`config.mk`:
```
export PLATFORM = sky130hd
export DESIGN_NAME = csi_lane_aligner
export DESIGN_NICKNAME = d
export VERILOG_FILES = /design/src/rtl/csi_lane_aligner_pkg.sv /design/src/rtl/csi_lane_aligner_fifo.sv /design/src/rtl/csi_lane_aligner.sv
export SDC_FILE = /design/constraint.sdc
export NUM_CORES = 1
export LEC_CHECK = 0
export ABC_AREA = 1
export BUFFER_PORTS_ARGS = -buffer_cell sky130_fd_sc_hd__buf_4
export CORE_MARGIN = 2
export CORE_UTILIZATION = 61
export CTS_CLUSTER_DIAMETER = 30
export DETAILED_ROUTE_END_ITERATION = 8
export GPL_TIMING_DRIVEN = 0
export PLACE_DENSITY = 0.8
export SYNTH_ARGS = -nofsm -noshare
export SYNTH_HDL_FRONTEND = slang
export SYNTH_SLANG_ARGS = --single-unit
```
`constraint.sdc`:
```
create_clock -name clk -period 3.1 [get_ports clk]
set_input_delay 0.465 -clock clk [delete_from_list [all_inputs] [get_ports clk]]
set_output_delay 0.465 -clock clk [all_outputs]
set_load 0.01 [all_outputs]
```
`src/rtl/csi_lane_aligner_pkg.sv`:
```
// Shared types and constants for the CSI lane deskew stage.
// Lane-count-dependent port vectors are sized by the NUM_LANE parameter of each module.
package csi_lane_aligner_pkg;

  localparam int ALIGN_DEPTH = 8;
  localparam int ALIGN_LANES = 2;

  typedef logic [ALIGN_LANES*8-1:0] lane_data_t;
  typedef logic [ALIGN_LANES-1:0]   lane_vld_t;

  typedef enum logic [1:0] {
    IDLE,
    ALIGNED,
    FLUSH
  } align_state_t;

  function automatic logic [7:0] sat_inc8(input logic [7:0] v);
    return (v == 8'hFF) ? v : v + 8'd1;
  endfunction

endpackage

```
`src/rtl/csi_lane_aligner_fifo.sv`:
```
// Single-clock byte FIFO for one lane with show-ahead read data and a one-cycle clear.
// Writes to a full FIFO are dropped unless a read frees the slot in the same cycle.
module csi_lane_fifo #(
  parameter int DEPTH = 8,
  parameter int LW    = $clog2(DEPTH + 1)
) (
  input  logic          clk,
  input  logic          rst,
  input  logic          clr,
  input  logic          wr,
  input  logic [7:0]    wdata,
  input  logic          rd,
  output logic [7:0]    rdata,
  output logic [LW-1:0] lvl
);

  localparam int AW = $clog2(DEPTH);

  logic [7:0]    mem_q [DEPTH];
  logic [AW-1:0] wptr_q;
  logic [AW-1:0] rptr_q;
  logic [LW-1:0] lvl_q;
  logic          do_wr;
  logic          do_rd;

  assign do_rd = rd && (lvl_q != '0);
  assign do_wr = wr && ((lvl_q != LW'(DEPTH)) || do_rd);

  // NOTE: the storage array has no reset; pointers and level alone decide which entries are valid.
  always_ff @(posedge clk) begin
    if (do_wr && !clr) mem_q[wptr_q] <= wdata;
  end

  always_ff @(posedge clk or posedge rst) begin
    if (rst) begin
      wptr_q <= '0;
      rptr_q <= '0;
      lvl_q  <= '0;
    end else if (clr) begin
      wptr_q <= '0;
      rptr_q <= '0;
      lvl_q  <= '0;
    end else begin
      if (do_wr) wptr_q <= wptr_q + AW'(1);
      if (do_rd) rptr_q <= rptr_q + AW'(1);
      if (do_wr && !do_rd)      lvl_q <= lvl_q + LW'(1);
      else if (!do_wr && do_rd) lvl_q <= lvl_q - LW'(1);
    end
  end

  assign rdata = mem_q[rptr_q];
  assign lvl   = lvl_q;

endmodule

```
`src/rtl/csi_lane_aligner.sv`:
```
// Multi-lane deskew: buffers each lane, releases one lane-aligned word per cycle once every
// lane holds data, emits a masked final partial word and flags skew beyond the FIFO depth.
module csi_lane_aligner
  import csi_lane_aligner_pkg::*;
#(
  parameter int NUM_LANE = ALIGN_LANES,
  parameter int DEPTH    = ALIGN_DEPTH,
  parameter int LW       = $clog2(DEPTH + 1)
) (
  input  logic                  clk,
  input  logic                  rst,
  input  logic [NUM_LANE*8-1:0] in_data,
  input  logic [NUM_LANE-1:0]   in_vld,
  output logic [NUM_LANE*8-1:0] out_data,
  output logic                  out_vld,
  output logic [NUM_LANE-1:0]   out_lane_vld,
  output logic                  out_last,
  output logic [LW-1:0]         skew,
  output logic                  err_skew,
  output logic [7:0]            err_cnt
);

  align_state_t          state_q;
  logic [NUM_LANE*8-1:0] out_data_q;
  logic                  out_vld_q;
  logic [NUM_LANE-1:0]   out_lane_vld_q;
  logic                  out_last_q;
  logic [LW-1:0]         skew_q;
  logic                  err_skew_q;
  logic [7:0]            err_cnt_q;

  logic [LW-1:0]         lvl   [NUM_LANE];
  logic [7:0]            rdata [NUM_LANE];
  logic [NUM_LANE-1:0]   ne;
  logic [NUM_LANE-1:0]   wr_en;
  logic [NUM_LANE-1:0]   rd_en;
  logic                  clr;
  logic                  any_full;
  logic [LW-1:0]         max_lvl;
  logic [NUM_LANE*8-1:0] word_d;
  logic [7:0]            err_cnt_d;

  assign clr       = (state_q == FLUSH);
  assign wr_en     = clr ? '0 : in_vld;
  assign rd_en     = (state_q == ALIGNED) ? ne : '0;
  assign err_cnt_d = sat_inc8(err_cnt_q);

  for (genvar g = 0; g < NUM_LANE; g++) begin : g_lane
    csi_lane_fifo #(
      .DEPTH (DEPTH),
      .LW    (LW)
    ) u_fifo (
      .clk   (clk),
      .rst   (rst),
      .clr   (clr),
      .wr    (wr_en[g]),
      .wdata (in_data[g*8 +: 8]),
      .rd    (rd_en[g]),
      .rdata (rdata[g]),
      .lvl   (lvl[g])
    );
  end

  // Empty lanes contribute zero bytes, which is exactly the final partial word layout.
  always_comb begin
    // NOTE: every combinational result gets a default first so no path can infer a latch.
    ne       = '0;
    any_full = 1'b0;
    max_lvl  = '0;
    word_d   = '0;
    for (int i = 0; i < NUM_LANE; i++) begin
      ne[i] = (lvl[i] != '0);
      if (lvl[i] == LW'(DEPTH)) any_full = 1'b1;
      if (lvl[i] > max_lvl)     max_lvl  = lvl[i];
      if (lvl[i] != '0)         word_d[i*8 +: 8] = rdata[i];
    end
  end

  // NOTE: all state here uses non-blocking assignments so every register samples pre-edge values.
  always_ff @(posedge clk or posedge rst) begin
    if (rst) begin
      state_q        <= IDLE;
      out_data_q     <= '0;
      out_vld_q      <= 1'b0;
      out_lane_vld_q <= '0;
      out_last_q     <= 1'b0;
      skew_q         <= '0;
      err_skew_q     <= 1'b0;
      err_cnt_q      <= '0;
    end else begin
      out_data_q     <= '0;
      out_vld_q      <= 1'b0;
      out_lane_vld_q <= '0;
      out_last_q     <= 1'b0;
      err_skew_q     <= 1'b0;
      case (state_q)
        IDLE: begin
          // Alignment takes priority over overflow when both happen in the same cycle.
          if (&ne) begin
            state_q <= ALIGNED;
            skew_q  <= max_lvl - LW'(1);
          end else if (any_full) begin
            state_q    <= FLUSH;
            err_skew_q <= 1'b1;
            err_cnt_q  <= err_cnt_d;
          end
        end
        ALIGNED: begin
          if (&ne) begin
            out_data_q     <= word_d;
            out_vld_q      <= 1'b1;
            out_lane_vld_q <= ne;
          end else if (|ne) begin
            out_data_q     <= word_d;
            out_vld_q      <= 1'b1;
            out_lane_vld_q <= ne;
            out_last_q     <= 1'b1;
            state_q        <= FLUSH;
          end else begin
            state_q <= FLUSH;
          end
        end
        FLUSH: begin
          if (in_vld == '0) state_q <= IDLE;
        end
        default: state_q <= IDLE;
      endcase
    end
  end

  assign out_data     = out_data_q;
  assign out_vld      = out_vld_q;
  assign out_lane_vld = out_lane_vld_q;
  assign out_last     = out_last_q;
  assign skew         = skew_q;
  assign err_skew     = err_skew_q;
  assign err_cnt      = err_cnt_q;

endmodule
```
==> out/metrics.cfg <==
[critical_path]
worstPathArrival_ps=2640
setup.worst_path.end_class=register
cp_slowest_cell=dfrtp_1
path_class=register to register
cp.required_ps=3410
cp-start-kind=register
crit_family=simple AND/OR/NAND/NOR gates
slowest_delay_ps=440
path_buf_inv=1
cpMostUsedCell=nor2_2
path_cells=nor2_2 > nor2_2 > o21ai_2 > nor2_4 > inv_2 > ha_1 > a21oi_1 > nand2_1 > xor2_1 > xnor2_1 > o22ai_2
crit_path_max_fanout=8

[die]
core_mm2=0.0125
pin_count=53
fp-row-count=41
initial_utilization_pct=61.7
fp.dieH_um=116
die_area_mm2=0.0135
die_w_um=116

[global_route]
gr-usage-all-layers_pct=25.8
grt.overflow.total=0
grt_first_pass_wirelength_um=25900
grt_pass1_vias=5137
grt_antenna_before_repair=0
grt_max_degree=42

[timing]
fin_skew_ps=8.43
grt_setup_unrepaired=no
setup_tns_ps=0
hold_viol=0
slew_viol_final=0
clock.fmax_mhz=429
timing.final.crit_period_ps=2330
setup_ws_ps=769
setup_viol=0
fin_crit_sh_pct=75.2
tightest_slew_ps=930
relSlewSlack_pct=37.8
whs_ps=8.77

[logic_synthesis]
synth_seq_area_share_pct=67.8
syn_area_mm2=0.00769
async_reset_ff_share_pct=30.1
synth-edff-count=128
synth_area_leader_cell=edfxtp_1
synthTopCellsByArea=edfxtp_1, dfrtp_1, nor2_1
netlist_instances=646
synth_flop_cell=edfxtp_1
syn_nets=684
yosysWarningCount=0
synth.top_cell.area_share_pct=50.0
synth.avg_cell_area_um2=11.9
synth_cell_types=35
yosys_register_bits=183

[detailed_routing]
finalWirelength_um=16100
drc=0
viasPerCell=5.81
wire_per_inst_um=17.8
vias=5245
first_iter_violations=500
ant_nets=0
dr.pass1.iters=5

[cells_and_area]
design_area_mm2=0.00889
final_common_cell=edfxtp_1
ff_latch_area_mm2=0.00522
fillerInstances=802
fin_util_pct=71.3
drive_above_1_share_pct=17.8
antenna_cells=0
final_cell_mix=edfxtp_1, nor2_1, o21ai_0
nets=756
multi_input_area_mm2=0.00222
syn2layout_area_growth_pct=15.5

[cts]
clk-insertion-delay-late_ps=430
ctsResizeCount=0
cts_buffer_depth=2
h-tree-depth=4
cts.sinks=183
tritoncts=yes
cts_setup_buffers=0
cts_hold_buf=0
clockRootBuffer=clkbuf_16
cts_made_buffers=17
path_clk_slew_ps=60

[min_path]
hold_class=primary input to async pin

[place]
gp_congestion=0.821
dp_hpwl_um=10900
post-place-ws_ps=866
placed_area_mm2=0.00832
port_buffers=52

[outcome]
status=completed

[run]
max_cap_violations=0

[pwr]
power.density_mw_per_mm2=980
ir_drop_mv=0.630
leakage_nw=3.51

## cell families after synthesis
family	Yosys count	share of synthesized area, %
adder cells (fa/ha/maj)	18	3.12
multiplexers	2	0.293
AO/OA/AOI/OAI	142	10.8
XOR/XNOR	15	1.71
AND/OR/NAND/NOR	220	12.9
flip-flops	183	67.8
buffers and inverters	66	3.32
## synthesized netlist by cell type (all sizes together) (2+ instances only)
cell type,count
ha,16
nand2,64
o21ai,90
a21oi,9
a31oi,16
o221ai,4
dfrtp,55
o21a,2
nand3,23
nor3,3
fa,2
clkbuf,15
nor2,129
xnor2,5
inv,45
mux2,2
xor2,10
edfxtp,128
buf,6
o22ai,19
## per-layer routing
layer	track usage (%)	up-vias	part of all wire, %
met4	9.37	0	1.7
li1	-	2415	-
met2	41.8	210	50
met3	6.07	21	6.5
met1	34.7	2599	41
met5	0	-	0
## worst register-to-register path, stage by stage, from the launching register on
cell and delay [ps]:
dfrtp_1 440, nor2_2 390, nor2_2 100, o21ai_2 130
nor2_4 80, inv_2 110, ha_1 270, a21oi_1 140
nand2_1 80, xor2_1 150, xnor2_1 210, o22ai_2 100
## registers in the layout (all words and copies together) (netlist names)
register,count
err_cnt,8
g_lane.u_fifo.wptr_q,6
err_skew,1
out_last,1
state_q,2
out_lane_vld,2
g_lane.u_fifo.mem_q,128
g_lane.u_fifo.rptr_q,6
out_vld,1
skew,4
out_data,16
g_lane.u_fifo.lvl,8
## through the flow
step                std cells  total power [W]
floorplan                 646          0.00564
global placement          870          0.00641
detailed placement        871          0.00663
CTS                       903          0.00871
global route              903          0.00925
finish                    903          0.00871
## final timing paths
kind	startpoint	endpoint	slack [ps]	cells after the start
worst max register to register	state_q[0]$_DFFE_PP0P_	g_lane[0].u_fifo.lvl[3]$_DFFE_PP0P_	770	11
worst min register to register	skew[0]$_DFFE_PP0P_	skew[0]$_DFFE_PP0P_	480	2
min in group clk	in_data[6]	g_lane[0].u_fifo.mem_q[0][6]$_DFFE_PP_	260	1
max in group asynchronous	rst	skew[3]$_DFFE_PP0P_	2540	3
worst min-delay path	rst	out_data[7]$_DFF_PP0_	9	2
worst max-delay path	state_q[0]$_DFFE_PP0P_	g_lane[0].u_fifo.lvl[3]$_DFFE_PP0P_	770	11
## where the power goes
group          switching (W)  internal, W  total [W]
logic                0.00217      0.00113    0.00330
clock network       0.000856      0.00122    0.00208
registers           0.000246      0.00309    0.00333
total                0.00328      0.00544    0.00871
## cell type report
class	instances	area share (%)
Tap cell	172	2.42
Clock inverter	9	1.14
Inverter	45	1.90
Multi-Input combinational cell	397	25.0
Buffer	21	0.971
Timing Repair Buffer	53	4.62
Sequential cell	183	58.7
Clock buffer	23	5.26
(Power assumes the default switching activity.)
